--- src/rtl/cu_pkg.sv ---
`default_nettype none
// ============================================================================
// Module   : cu_pkg
// Desc     : Opcodes, ALU/bus select codes, state encoding and opcode-class
//            helpers shared by the control_unit_mb sequencer.
// Revision : 1.0 - initial release
// ============================================================================
package cu_pkg;

    localparam logic [7:0] OP_LDA_IMM = 8'h86;
    localparam logic [7:0] OP_LDA_DIR = 8'h87;
    localparam logic [7:0] OP_LDB_IMM = 8'h88;
    localparam logic [7:0] OP_LDB_DIR = 8'h89;
    localparam logic [7:0] OP_STA_DIR = 8'h96;
    localparam logic [7:0] OP_STB_DIR = 8'h97;

    localparam logic [7:0] OP_ADD_AB  = 8'h42;
    localparam logic [7:0] OP_SUB_AB  = 8'h43;
    localparam logic [7:0] OP_AND_AB  = 8'h44;
    localparam logic [7:0] OP_OR_AB   = 8'h45;
    localparam logic [7:0] OP_INCA    = 8'h46;
    localparam logic [7:0] OP_INCB    = 8'h47;
    localparam logic [7:0] OP_DECA    = 8'h48;
    localparam logic [7:0] OP_DECB    = 8'h49;
    localparam logic [7:0] OP_XOR_AB  = 8'h4A;
    localparam logic [7:0] OP_NOTA    = 8'h4B;
    localparam logic [7:0] OP_NOTB    = 8'h4C;

    localparam logic [7:0] OP_BRA     = 8'h20;
    localparam logic [7:0] OP_BMI     = 8'h21;
    localparam logic [7:0] OP_BPL     = 8'h22;
    localparam logic [7:0] OP_BEQ     = 8'h23;
    localparam logic [7:0] OP_BNE     = 8'h24;
    localparam logic [7:0] OP_BVS     = 8'h25;
    localparam logic [7:0] OP_BVC     = 8'h26;
    localparam logic [7:0] OP_BCS     = 8'h27;
    localparam logic [7:0] OP_BCC     = 8'h28;

    localparam logic [2:0] ALU_ADD = 3'b000;
    localparam logic [2:0] ALU_INC = 3'b001;
    localparam logic [2:0] ALU_SUB = 3'b010;
    localparam logic [2:0] ALU_AND = 3'b011;
    localparam logic [2:0] ALU_OR  = 3'b100;
    localparam logic [2:0] ALU_XOR = 3'b101;
    localparam logic [2:0] ALU_DEC = 3'b110;
    localparam logic [2:0] ALU_NOT = 3'b111;

    localparam logic [1:0] BUS1_PC = 2'b00;
    localparam logic [1:0] BUS1_A  = 2'b01;
    localparam logic [1:0] BUS1_B  = 2'b10;

    localparam logic [1:0] BUS2_ALU  = 2'b00;
    localparam logic [1:0] BUS2_BUS1 = 2'b01;
    localparam logic [1:0] BUS2_MEM  = 2'b10;
    localparam logic [1:0] BUS2_AR   = 2'b11;

    typedef enum logic [4:0] {
        S_FETCH0 = 5'd0,
        S_FETCH1 = 5'd1,
        S_FETCH2 = 5'd2,
        S_DECODE = 5'd3,
        S_IMM0   = 5'd4,
        S_IMM1   = 5'd5,
        S_IMM2   = 5'd6,
        S_OPND0  = 5'd7,
        S_OPND1  = 5'd8,
        S_OPND2  = 5'd9,
        S_LDD0   = 5'd10,
        S_LDD1   = 5'd11,
        S_LDD2   = 5'd12,
        S_STD0   = 5'd13,
        S_STD1   = 5'd14,
        S_ALU_EX = 5'd15,
        S_BR_LD  = 5'd16,
        S_SKIP   = 5'd17,
        S_TRAP   = 5'd18
    } state_t;

    function automatic logic is_ld_imm(input logic [7:0] op);
        return (op == OP_LDA_IMM) || (op == OP_LDB_IMM);
    endfunction

    function automatic logic is_ld_dir(input logic [7:0] op);
        return (op == OP_LDA_DIR) || (op == OP_LDB_DIR);
    endfunction

    function automatic logic is_st_dir(input logic [7:0] op);
        return (op == OP_STA_DIR) || (op == OP_STB_DIR);
    endfunction

    function automatic logic is_alu_op(input logic [7:0] op);
        return op inside {OP_ADD_AB, OP_SUB_AB, OP_AND_AB, OP_OR_AB, OP_INCA,
                          OP_INCB, OP_DECA, OP_DECB, OP_XOR_AB, OP_NOTA, OP_NOTB};
    endfunction

endpackage
`default_nettype wire

--- src/rtl/cu_branch_eval.sv ---
`default_nettype none
// ============================================================================
// Module   : cu_branch_eval
// Desc     : Combinational branch classifier: flags branch opcodes and
//            evaluates their condition against the N/Z/V/C flags.
// Revision : 1.0 - initial release
// ============================================================================
module cu_branch_eval
    import cu_pkg::*;
(
    input  logic [7:0] ir,
    input  logic [3:0] ccr,
    output logic       is_branch,
    output logic       taken
);

    always_comb begin
        is_branch = 1'b1;
        taken     = 1'b0;
        case (ir)
            OP_BRA:  taken = 1'b1;
            OP_BMI:  taken = ccr[3];
            OP_BPL:  taken = ~ccr[3];
            OP_BEQ:  taken = ccr[2];
            OP_BNE:  taken = ~ccr[2];
            OP_BVS:  taken = ccr[1];
            OP_BVC:  taken = ~ccr[1];
            OP_BCS:  taken = ccr[0];
            OP_BCC:  taken = ~ccr[0];
            default: is_branch = 1'b0;
        endcase
    end

endmodule
`default_nettype wire

--- src/rtl/control_unit_mb.sv ---
`default_nettype none
// ============================================================================
// Module   : control_unit_mb
// Desc     : Moore fetch/decode/execute sequencer for the accumulator CPU with
//            multi-byte operand addresses. Option macro: CU_ILLEGAL_TRAP_EN.
// Revision : 1.0 - initial release
// ============================================================================
module control_unit_mb
    import cu_pkg::*;
#(
    parameter int ADDR_BYTES = 2,
    parameter int CNT_W      = 2
) (
    input  logic                  Clk,
    input  logic                  Reset,
    input  logic [7:0]            IR,
    input  logic [3:0]            CCR_Result,
    output logic                  IR_Load,
    output logic                  MAR_Load,
    output logic [ADDR_BYTES-1:0] AR_Lane_Load,
    output logic                  PC_Load,
    output logic                  PC_Inc,
    output logic                  A_Load,
    output logic                  B_Load,
    output logic                  CCR_Load,
    output logic [2:0]            ALU_Sel,
    output logic [1:0]            Bus1_Sel,
    output logic [1:0]            Bus2_Sel,
    output logic                  write,
    output logic                  Illegal
);

    generate
        if (ADDR_BYTES < 1 || ADDR_BYTES > 4 || CNT_W < 1 || (2**CNT_W) < ADDR_BYTES) begin : g_param_error
            $error("control_unit_mb: ADDR_BYTES must be 1..4 and 2**CNT_W >= ADDR_BYTES");
        end
    endgenerate

    localparam logic [CNT_W-1:0] CNT_LAST = CNT_W'(ADDR_BYTES - 1);
    // Lane 0 (MSB byte, fetched first) sits in the top bit of the one-hot vector.
    localparam logic [ADDR_BYTES-1:0] LANE_FIRST = ADDR_BYTES'(1) << (ADDR_BYTES - 1);

    state_t           state;
    state_t           state_next;
    logic [CNT_W-1:0] cnt;
    logic [CNT_W-1:0] cnt_next;
    logic             cnt_last;
    logic             is_branch;
    logic             br_taken;

    cu_branch_eval u_branch_eval (
        .ir        (IR),
        .ccr       (CCR_Result),
        .is_branch (is_branch),
        .taken     (br_taken)
    );

    assign cnt_last = (cnt == CNT_LAST);

    always_ff @(posedge Clk) begin
        if (!Reset) begin
            state <= S_FETCH0;
            cnt   <= '0;
        end else begin
            state <= state_next;
            cnt   <= cnt_next;
        end
    end

    always_comb begin
        state_next = state;
        cnt_next   = cnt;
        case (state)
            S_FETCH0: state_next = S_FETCH1;
            S_FETCH1: state_next = S_FETCH2;
            S_FETCH2: state_next = S_DECODE;
            S_DECODE: begin
                if (is_ld_imm(IR))
                    state_next = S_IMM0;
                else if (is_ld_dir(IR) || is_st_dir(IR))
                    state_next = S_OPND0;
                else if (is_alu_op(IR))
                    state_next = S_ALU_EX;
                else if (is_branch)
                    state_next = br_taken ? S_OPND0 : S_SKIP;
                else
`ifdef CU_ILLEGAL_TRAP_EN
                    state_next = S_TRAP;
`else
                    state_next = S_FETCH0;
`endif
            end
            S_IMM0:   state_next = S_IMM1;
            S_IMM1:   state_next = S_IMM2;
            S_IMM2:   state_next = S_FETCH0;
            S_OPND0:  state_next = S_OPND1;
            S_OPND1:  state_next = S_OPND2;
            S_OPND2: begin
                if (cnt_last) begin
                    cnt_next = '0;
                    if (is_ld_dir(IR))
                        state_next = S_LDD0;
                    else if (is_st_dir(IR))
                        state_next = S_STD0;
                    else
                        state_next = S_BR_LD;
                end else begin
                    cnt_next   = cnt + CNT_W'(1);
                    state_next = S_OPND0;
                end
            end
            S_LDD0:   state_next = S_LDD1;
            S_LDD1:   state_next = S_LDD2;
            S_LDD2:   state_next = S_FETCH0;
            S_STD0:   state_next = S_STD1;
            S_STD1:   state_next = S_FETCH0;
            S_ALU_EX: state_next = S_FETCH0;
            S_BR_LD:  state_next = S_FETCH0;
            S_SKIP: begin
                if (cnt_last) begin
                    cnt_next   = '0;
                    state_next = S_FETCH0;
                end else begin
                    cnt_next = cnt + CNT_W'(1);
                end
            end
            S_TRAP:   state_next = S_TRAP;
            default:  state_next = S_FETCH0;
        endcase
    end

    always_comb begin
        IR_Load      = 1'b0;
        MAR_Load     = 1'b0;
        AR_Lane_Load = '0;
        PC_Load      = 1'b0;
        PC_Inc       = 1'b0;
        A_Load       = 1'b0;
        B_Load       = 1'b0;
        CCR_Load     = 1'b0;
        ALU_Sel      = ALU_ADD;
        Bus1_Sel     = BUS1_PC;
        Bus2_Sel     = BUS2_ALU;
        write        = 1'b0;
        case (state)
            S_FETCH0, S_IMM0, S_OPND0: begin
                MAR_Load = 1'b1;
                Bus1_Sel = BUS1_PC;
                Bus2_Sel = BUS2_BUS1;
            end
            S_FETCH1, S_IMM1, S_OPND1, S_SKIP: PC_Inc = 1'b1;
            S_FETCH2: begin
                IR_Load  = 1'b1;
                Bus2_Sel = BUS2_MEM;
            end
            S_IMM2, S_LDD2: begin
                A_Load   = (IR == OP_LDA_IMM) || (IR == OP_LDA_DIR);
                B_Load   = (IR == OP_LDB_IMM) || (IR == OP_LDB_DIR);
                Bus2_Sel = BUS2_MEM;
                CCR_Load = 1'b1;
            end
            S_OPND2: begin
                AR_Lane_Load = LANE_FIRST >> cnt;
                Bus2_Sel     = BUS2_MEM;
            end
            S_LDD0, S_STD0: begin
                MAR_Load = 1'b1;
                Bus2_Sel = BUS2_AR;
            end
            S_STD1: begin
                write    = 1'b1;
                Bus1_Sel = (IR == OP_STA_DIR) ? BUS1_A : BUS1_B;
            end
            S_ALU_EX: begin
                CCR_Load = 1'b1;
                Bus2_Sel = BUS2_ALU;
                case (IR)
                    OP_ADD_AB: begin ALU_Sel = ALU_ADD; Bus1_Sel = BUS1_A; A_Load = 1'b1; end
                    OP_SUB_AB: begin ALU_Sel = ALU_SUB; Bus1_Sel = BUS1_A; A_Load = 1'b1; end
                    OP_AND_AB: begin ALU_Sel = ALU_AND; Bus1_Sel = BUS1_A; A_Load = 1'b1; end
                    OP_OR_AB:  begin ALU_Sel = ALU_OR;  Bus1_Sel = BUS1_A; A_Load = 1'b1; end
                    OP_XOR_AB: begin ALU_Sel = ALU_XOR; Bus1_Sel = BUS1_A; A_Load = 1'b1; end
                    OP_INCA:   begin ALU_Sel = ALU_INC; Bus1_Sel = BUS1_A; A_Load = 1'b1; end
                    OP_DECA:   begin ALU_Sel = ALU_DEC; Bus1_Sel = BUS1_A; A_Load = 1'b1; end
                    OP_NOTA:   begin ALU_Sel = ALU_NOT; Bus1_Sel = BUS1_A; A_Load = 1'b1; end
                    OP_INCB:   begin ALU_Sel = ALU_INC; Bus1_Sel = BUS1_B; B_Load = 1'b1; end
                    OP_DECB:   begin ALU_Sel = ALU_DEC; Bus1_Sel = BUS1_B; B_Load = 1'b1; end
                    OP_NOTB:   begin ALU_Sel = ALU_NOT; Bus1_Sel = BUS1_B; B_Load = 1'b1; end
                    default:   ALU_Sel = ALU_ADD;
                endcase
            end
            S_BR_LD: begin
                PC_Load  = 1'b1;
                Bus2_Sel = BUS2_AR;
            end
            default: ;
        endcase
    end

`ifdef CU_ILLEGAL_TRAP_EN
    assign Illegal = (state == S_TRAP);
`else
    assign Illegal = 1'b0;
`endif

endmodule
`default_nettype wire

--- config.mk ---
export PLATFORM = sky130hd
export DESIGN_NAME = control_unit_mb
export DESIGN_NICKNAME = d
export VERILOG_FILES = /design/src/rtl/cu_pkg.sv /design/src/rtl/cu_branch_eval.sv /design/src/rtl/control_unit_mb.sv
export SDC_FILE = /design/constraint.sdc
export NUM_CORES = 1
export LEC_CHECK = 0
export CAP_MARGIN = 20
export CORE_UTILIZATION = 30
export CTS_CLUSTER_DIAMETER = 60
export DETAILED_ROUTE_END_ITERATION = 12
export MAX_ROUTING_LAYER = met4
export PLACE_DENSITY = 0.64
export SYNTH_ARGS = -nofsm -noshare
export SYNTH_HDL_FRONTEND = slang
export SYNTH_SLANG_ARGS = --single-unit
--- constraint.sdc ---
create_clock -name Clk -period 1.48 [get_ports Clk]
set_input_delay 0.296 -clock Clk [delete_from_list [all_inputs] [get_ports Clk]]
set_output_delay 0.296 -clock Clk [all_outputs]
set_load 0.005 [all_outputs]
==> results.toml, run 1 <==
[logic_synthesis]
syn-instance-count = 173
synth_simple_gate_area_share_pct = 44.55
synth_top_family_by_area = "simple AND/OR/NAND/NOR gates"
syn_nets = 187
synth_cell_type_count = 55
syn-cell-area_sq_um = 1171
synth-async-reset-ratio_pct = 0
synth_seq_cells = 7
synth-edff-count = 0
yosys_warnings = 0
ys_seq_area_share_pct = 11.97
postSynthAreaPerCell_sq_um = 6.769
synthXorXnorAreaFrac_pct = 2.991
synth-main-ff-cell = "dfxtp_1"
synth_mux_area_share_pct = 1.816
synth_compound_area_share_pct = 28.95
synth_fa_ha_area_share_pct = 0

[global_route]
antenna_found_initial = 0
grt_util_met3_pct = 2.817
grt_max_degree = 12
grt_use_met1_pct = 25.90
overflow = 0
met2_usage_pct = 46.45
grt_pass1_vias = 1714
grt_usage_pct = 24.18
top_usage_layer = "met2"
grt_pass1_wl_um = 7728

[final_layout]
layout_commonest_cell = "buf_4"
fin_nets = 294
final_cell_mix = "64 x buf_4, 24 x buf_6, 17 x buf_2, 16 x nor2_1, 16 x nand2_1"
drive_gt1_share_pct = 60.93
antenna_cells = 0
area_growth_pct = 110.6
final.fill_count = 316

[floorplanning]
start_util_pct = 31.52
die-area_sq_um = 4158
core_area_sq_um = 3716
rows = 22
die_h_um = 64.48
boundaryPins = 32
die_w_um = 64.48

[worst_setup_path]
cp.required_ns = 1.64
cp-start-kind = "register"
cp_slowest_stage_delay_ns = 0.38
cp-end-kind = "register"
cp.arrival_ns = 1.96
r2r_cells = 8
path_class = "reg -> reg"
critPathSlowestCell = "or3b_4"
path_max_fanout = 4
crit_chain = "buf_6, buf_6, or3b_4, buf_6, nor2_4, o21ai_4, o311ai_2, and3_1"
crit_top_cell = "buf_6"

[clock_tree]
cts_tree = "done"
clkLatencyLatePin_ns = 0.23
clk_pin_slew_ns = 0.04
cts-hold-fix-buffers = 0
root_buffer = "clkbuf_8"
cts_buffers = 3
cts_sinks = 7
htreeDepth = 1
clockBufferDepth = 2

[power]
fin_total_pwr_uw = 923.6
p_per_area_nw_per_um2 = 374.5
p_leak_uw = 0.001125
ir_drop_mv = 0.2325

[job]
drv_cap = 0

[drt]
first_iter_violations = 81
drc = 0
vias_per_cell = 5.352
final_antenna_net_count = 0
wl_per_cell_um = 14.70
dr.pass1.iters = 4
drt-total-wl_um = 4807
vias = 1750

[hold_path]
worst_hold_path_type = "reg -> reg"
holdPathStages = 3

[place]
globalplace.congestion = 0.8467
io_buffers = 30
dp_hpwl_um = 3009

[outcome]
violations = "negative setup slack"
status = "complete, but fails checks"

[timing]
timing.hold.ws_ns = 0.5790
worst_slack_ns = -0.3135
hold_viol = 0
min_period_ns = 1.793
period_share_pct = 121.2
finClkSkew_ns = 0.004599
final.setup.tns_ns = -4.369
setup_viol = 22
slew_viol_final = 0
rsz0062_at_grt = "true"
fmax_mhz = 557.6
==> worst paths after layout <==
check,startpoint,end,slack [ns]
max,state[2],state[4],-0.31
min,cnt[1],cnt[1],0.58
max reg2reg,state[2],state[4],-0.31
min reg2reg,cnt[1],cnt[1],0.58
==> cell usage after synthesis (all sizes together), types with 4 or more instances <==
cell type	n	area share [%]
a31oi	4	2.1
a21oi	8	3.4
inv	5	1.6
nand2b	7	3.7
dfxtp	7	12
and4b	4	3.4
o21ai	7	3.6
nor2	22	7.7
o211ai	4	3.0
a211oi	4	2.6
nand3	5	2.1
and3	4	2.1
nor3b	4	3.0
nor2b	5	2.7
nor3	9	3.8
nor4b	4	4.1
nand2	19	6.1
buf	13	7.2
==> worst max-delay path, delay by kind of cell, from the launching register on <==
kind	cells	cell delay, ns
simple gates	3	0.69
buf+inv	3	0.36
flops	1	0.35
compound gates	2	0.33
==> per-layer routing <==
layer,routed length [um],share of wire (%)
met4,93,1.9
met3,165,3.4
met2,2699,56
met1,1848,38
met5,0,0
==> timing repair <==
item	4_1_cts	5_1_grt
pin swaps	28	14
setup buffers	26	1
endpoints found under the setup margin	22	23
gates resized for setup	164	23
==> cells by family after synthesis <==
logic type                Yosys count
AOI/OAI and AO/OA                  47
DFF                                 7
muxes                               2
and+or+nand+nor                    92
xor gates and xnor gates            4
other                               1
buffers and inverters              20
==> where the power goes <==
group,internal (uW),total (uW),switching [uW]
clock,187,271,84.5
sequential,192,201,9.09
combinational,238,452,214
==> metrics by stage <==
stage	worst slack (ns)	instance area, sq um	util (%)	instances
floorplan	-0.03214	1191	-	173
finish	-0.3135	2466	66.36	327
detailed placement	-0.8729	1932	51.99	300
CTS	-0.3283	2401	64.61	328
global placement	-0.8686	1932	51.99	300
global route	-0.3893	2466	66.36	327
==> cell type report <==
type,count,area [sq um],area share [%]
Multi-Input combinational cell,146,1219,49.42
Timing Repair Buffer,117,967.2,39.22
Sequential cell,7,153.9,6.240
Tap cell,48,60.06,2.435
Clock buffer,4,45.04,1.826
Inverter,5,21.27,0.8625
==> registers in the layout (all words and copies together), names as in the netlist <==
signal / count
cnt: 2
state: 5
Power figures use the tool's default switching activity.
==> inputs of run 2 (changes only) <==
- CORE_MARGIN: default -> 1
==> results of run 2 <==
Same layout as run 1: the final DEF is identical, and so are final timing and power.
==> inputs of run 3 (changes only) <==
- CORE_UTILIZATION: 30 -> 29
- PLACE_DENSITY: 0.64 -> 0.63
==> run 3 against run 2 <==
The run still ends with negative setup slack left; fmax up 3.3%; utilization up 6.6 points; first-iteration DRC count is 64% higher; clock skew shrank 0.0018 ns; clock power rose by 4%; global-route usage up 2.8 points; combinational power rose by 20%; critical endpoint is now Bus1_Sel[0]; largest power group unchanged.
==> results.toml, run 3 (same netlist as run 1, synthesis figures left out) <==
[worst_setup_path]
critPathSlowestCell = "dfxtp_4"
cp.arrival_ns = 1.44
cp_top_family = "simple AND/OR/NAND/NOR gates"
crit_chain = "inv_4, nor3_4, and3_4, buf_6, nand4_1, nand2_1, buf_2"
cp.required_ns = 1.18
path_max_fanout = 3
r2r_cells = 6
startpoint = "state[1]"
ff2ff_setup_slack_ns = -0.21
cp-start-kind = "register"
worst-path-buf-inv = 3
cp-end-kind = "output pin"
r2r-start = "state[4]"
r2r_end = "state[4]"
path_class = "reg -> out"
cp_slowest_stage_delay_ns = 0.36

[clock_tree]
htreeDepth = 1
root_buffer = "clkbuf_8"
cts_tree = "done"
clockBufferDepth = 2
cts_buffers = 3
clk_pin_slew_ns = 0.04
clkLatencyLatePin_ns = 0.23
cts_sinks = 7
cts-hold-fix-buffers = 0

[final_layout]
largest_reg_flops = 5
top_register = "state"
antenna_cells = 0
fin_nets = 311
final_cell_mix = "71 x buf_4, 36 x buf_6, 19 x buf_2, 17 x nand2_1, 13 x nor2_1"
reg.largest.list = "state x5, cnt x2"
drive_gt1_share_pct = 68.24
layout_commonest_cell = "buf_4"
area_growth_pct = 134.8

[floorplanning]
core_area_sq_um = 3771
rows = 22
die_h_um = 65.55
die_w_um = 65.55
boundaryPins = 32
start_util_pct = 31.06
die-area_sq_um = 4297

[outcome]
violations = "negative setup slack"
status = "complete, but fails checks"

[drt]
drc = 0
dr.pass1.iters = 4
final_antenna_net_count = 0
first_iter_violations = 133
wl_per_cell_um = 16.60
drt-total-wl_um = 5709
vias_per_cell = 5.372
vias = 1848

[timing]
timing.hold.ws_ns = 0.5722
worst_slack_ns = -0.2563
final.setup.tns_ns = -3.833
finClkSkew_ns = 0.002803
setup_viol = 22
period_share_pct = 117.3
fmax_mhz = 575.9
min_period_ns = 1.736
slew_viol_final = 0
hold_viol = 0
rsz0062_at_grt = "true"

[global_route]
grt_pass1_vias = 1833
grt_pass1_wl_um = 8763
overflow = 0
antenna_found_initial = 0
grt_max_degree = 10
grt_usage_pct = 26.96

[place]
io_buffers = 30
globalplace.congestion = 0.9333
place_ws_ns = -0.9870
dp_hpwl_um = 3097

[hold_path]
hold_end = "cnt[1]"
holdPathStages = 2
holdCritStartpoint = "cnt[0]"
worst_hold_path_type = "reg -> reg"

[power]
fin_total_pwr_uw = 1027
p_leak_uw = 0.001245
p_per_area_nw_per_um2 = 373.5
ir_drop_mv = 0.1993

[job]
drv_cap = 0
[run 3: power breakdown]
group          switching [uW]  internal [uW]
Combinational             255            290
Clock                    94.6            187
Sequential               11.6            189
[run 3: through the flow]
stage | area, sq um | cells | util, %
floorplan | 1191 | 173 | -
global placement | 1917 | 298 | 50.83
detailed placement | 1917 | 298 | 50.83
CTS | 2466 | 329 | 65.39
global route | 2750 | 344 | 72.93
finish | 2750 | 344 | 72.93
[run 3: timing repair]
| item | 4_1_cts | 5_1_grt |
|---|---|---|
| pin swaps | 34 | 25 |
| endpoints found under the setup margin | 22 | 23 |
| setup buffers | 29 | 16 |
| resized for setup | 200 | 36 |
[run 3: worst max path at each step]
| stage | endpoint | slack [ns] | cells after the start |
|---|---|---|---|
| after global placement | A_Load | -0.93 | 6 |
| after detailed placement | A_Load | -0.99 | 6 |
| after floorplan | state[2] | -0.03 | 6 |
| after CTS | Bus1_Sel[0] | -0.27 | 7 |
| after global routing | Bus1_Sel[0] | -0.33 | 7 |
| final | Bus1_Sel[0] | -0.26 | 7 |
[run 3: layout make-up]
cell class	count	area [sq um]
Multi-Input combinational cell	146	1330
Timing Repair Buffer	134	1135
Fill cell	243	1021
Sequential cell	7	158.9
Tap cell	48	60.06
Clock buffer	4	45.04
Inverter	5	21.27
[run 3: per-layer routing]
metal / GRT usage (%) / share of wire (%) / wire (um)
met1: 29.42 / 42 / 2399
met2: 49.48 / 53 / 3010
met3: 2.951 / 2.5 / 141
met4: 10.60 / 2.8 / 157
met5: - / 0 / 0
[run 3: worst reg2reg max path, stage by stage (launching register included)]
cell and delay, ns:
dfxtp_4 0.38, buf_6 0.13, or3b_4 0.40, nor2_4 0.17
o21ai_4 0.08, o311ai_1 0.26, and3_1 0.19
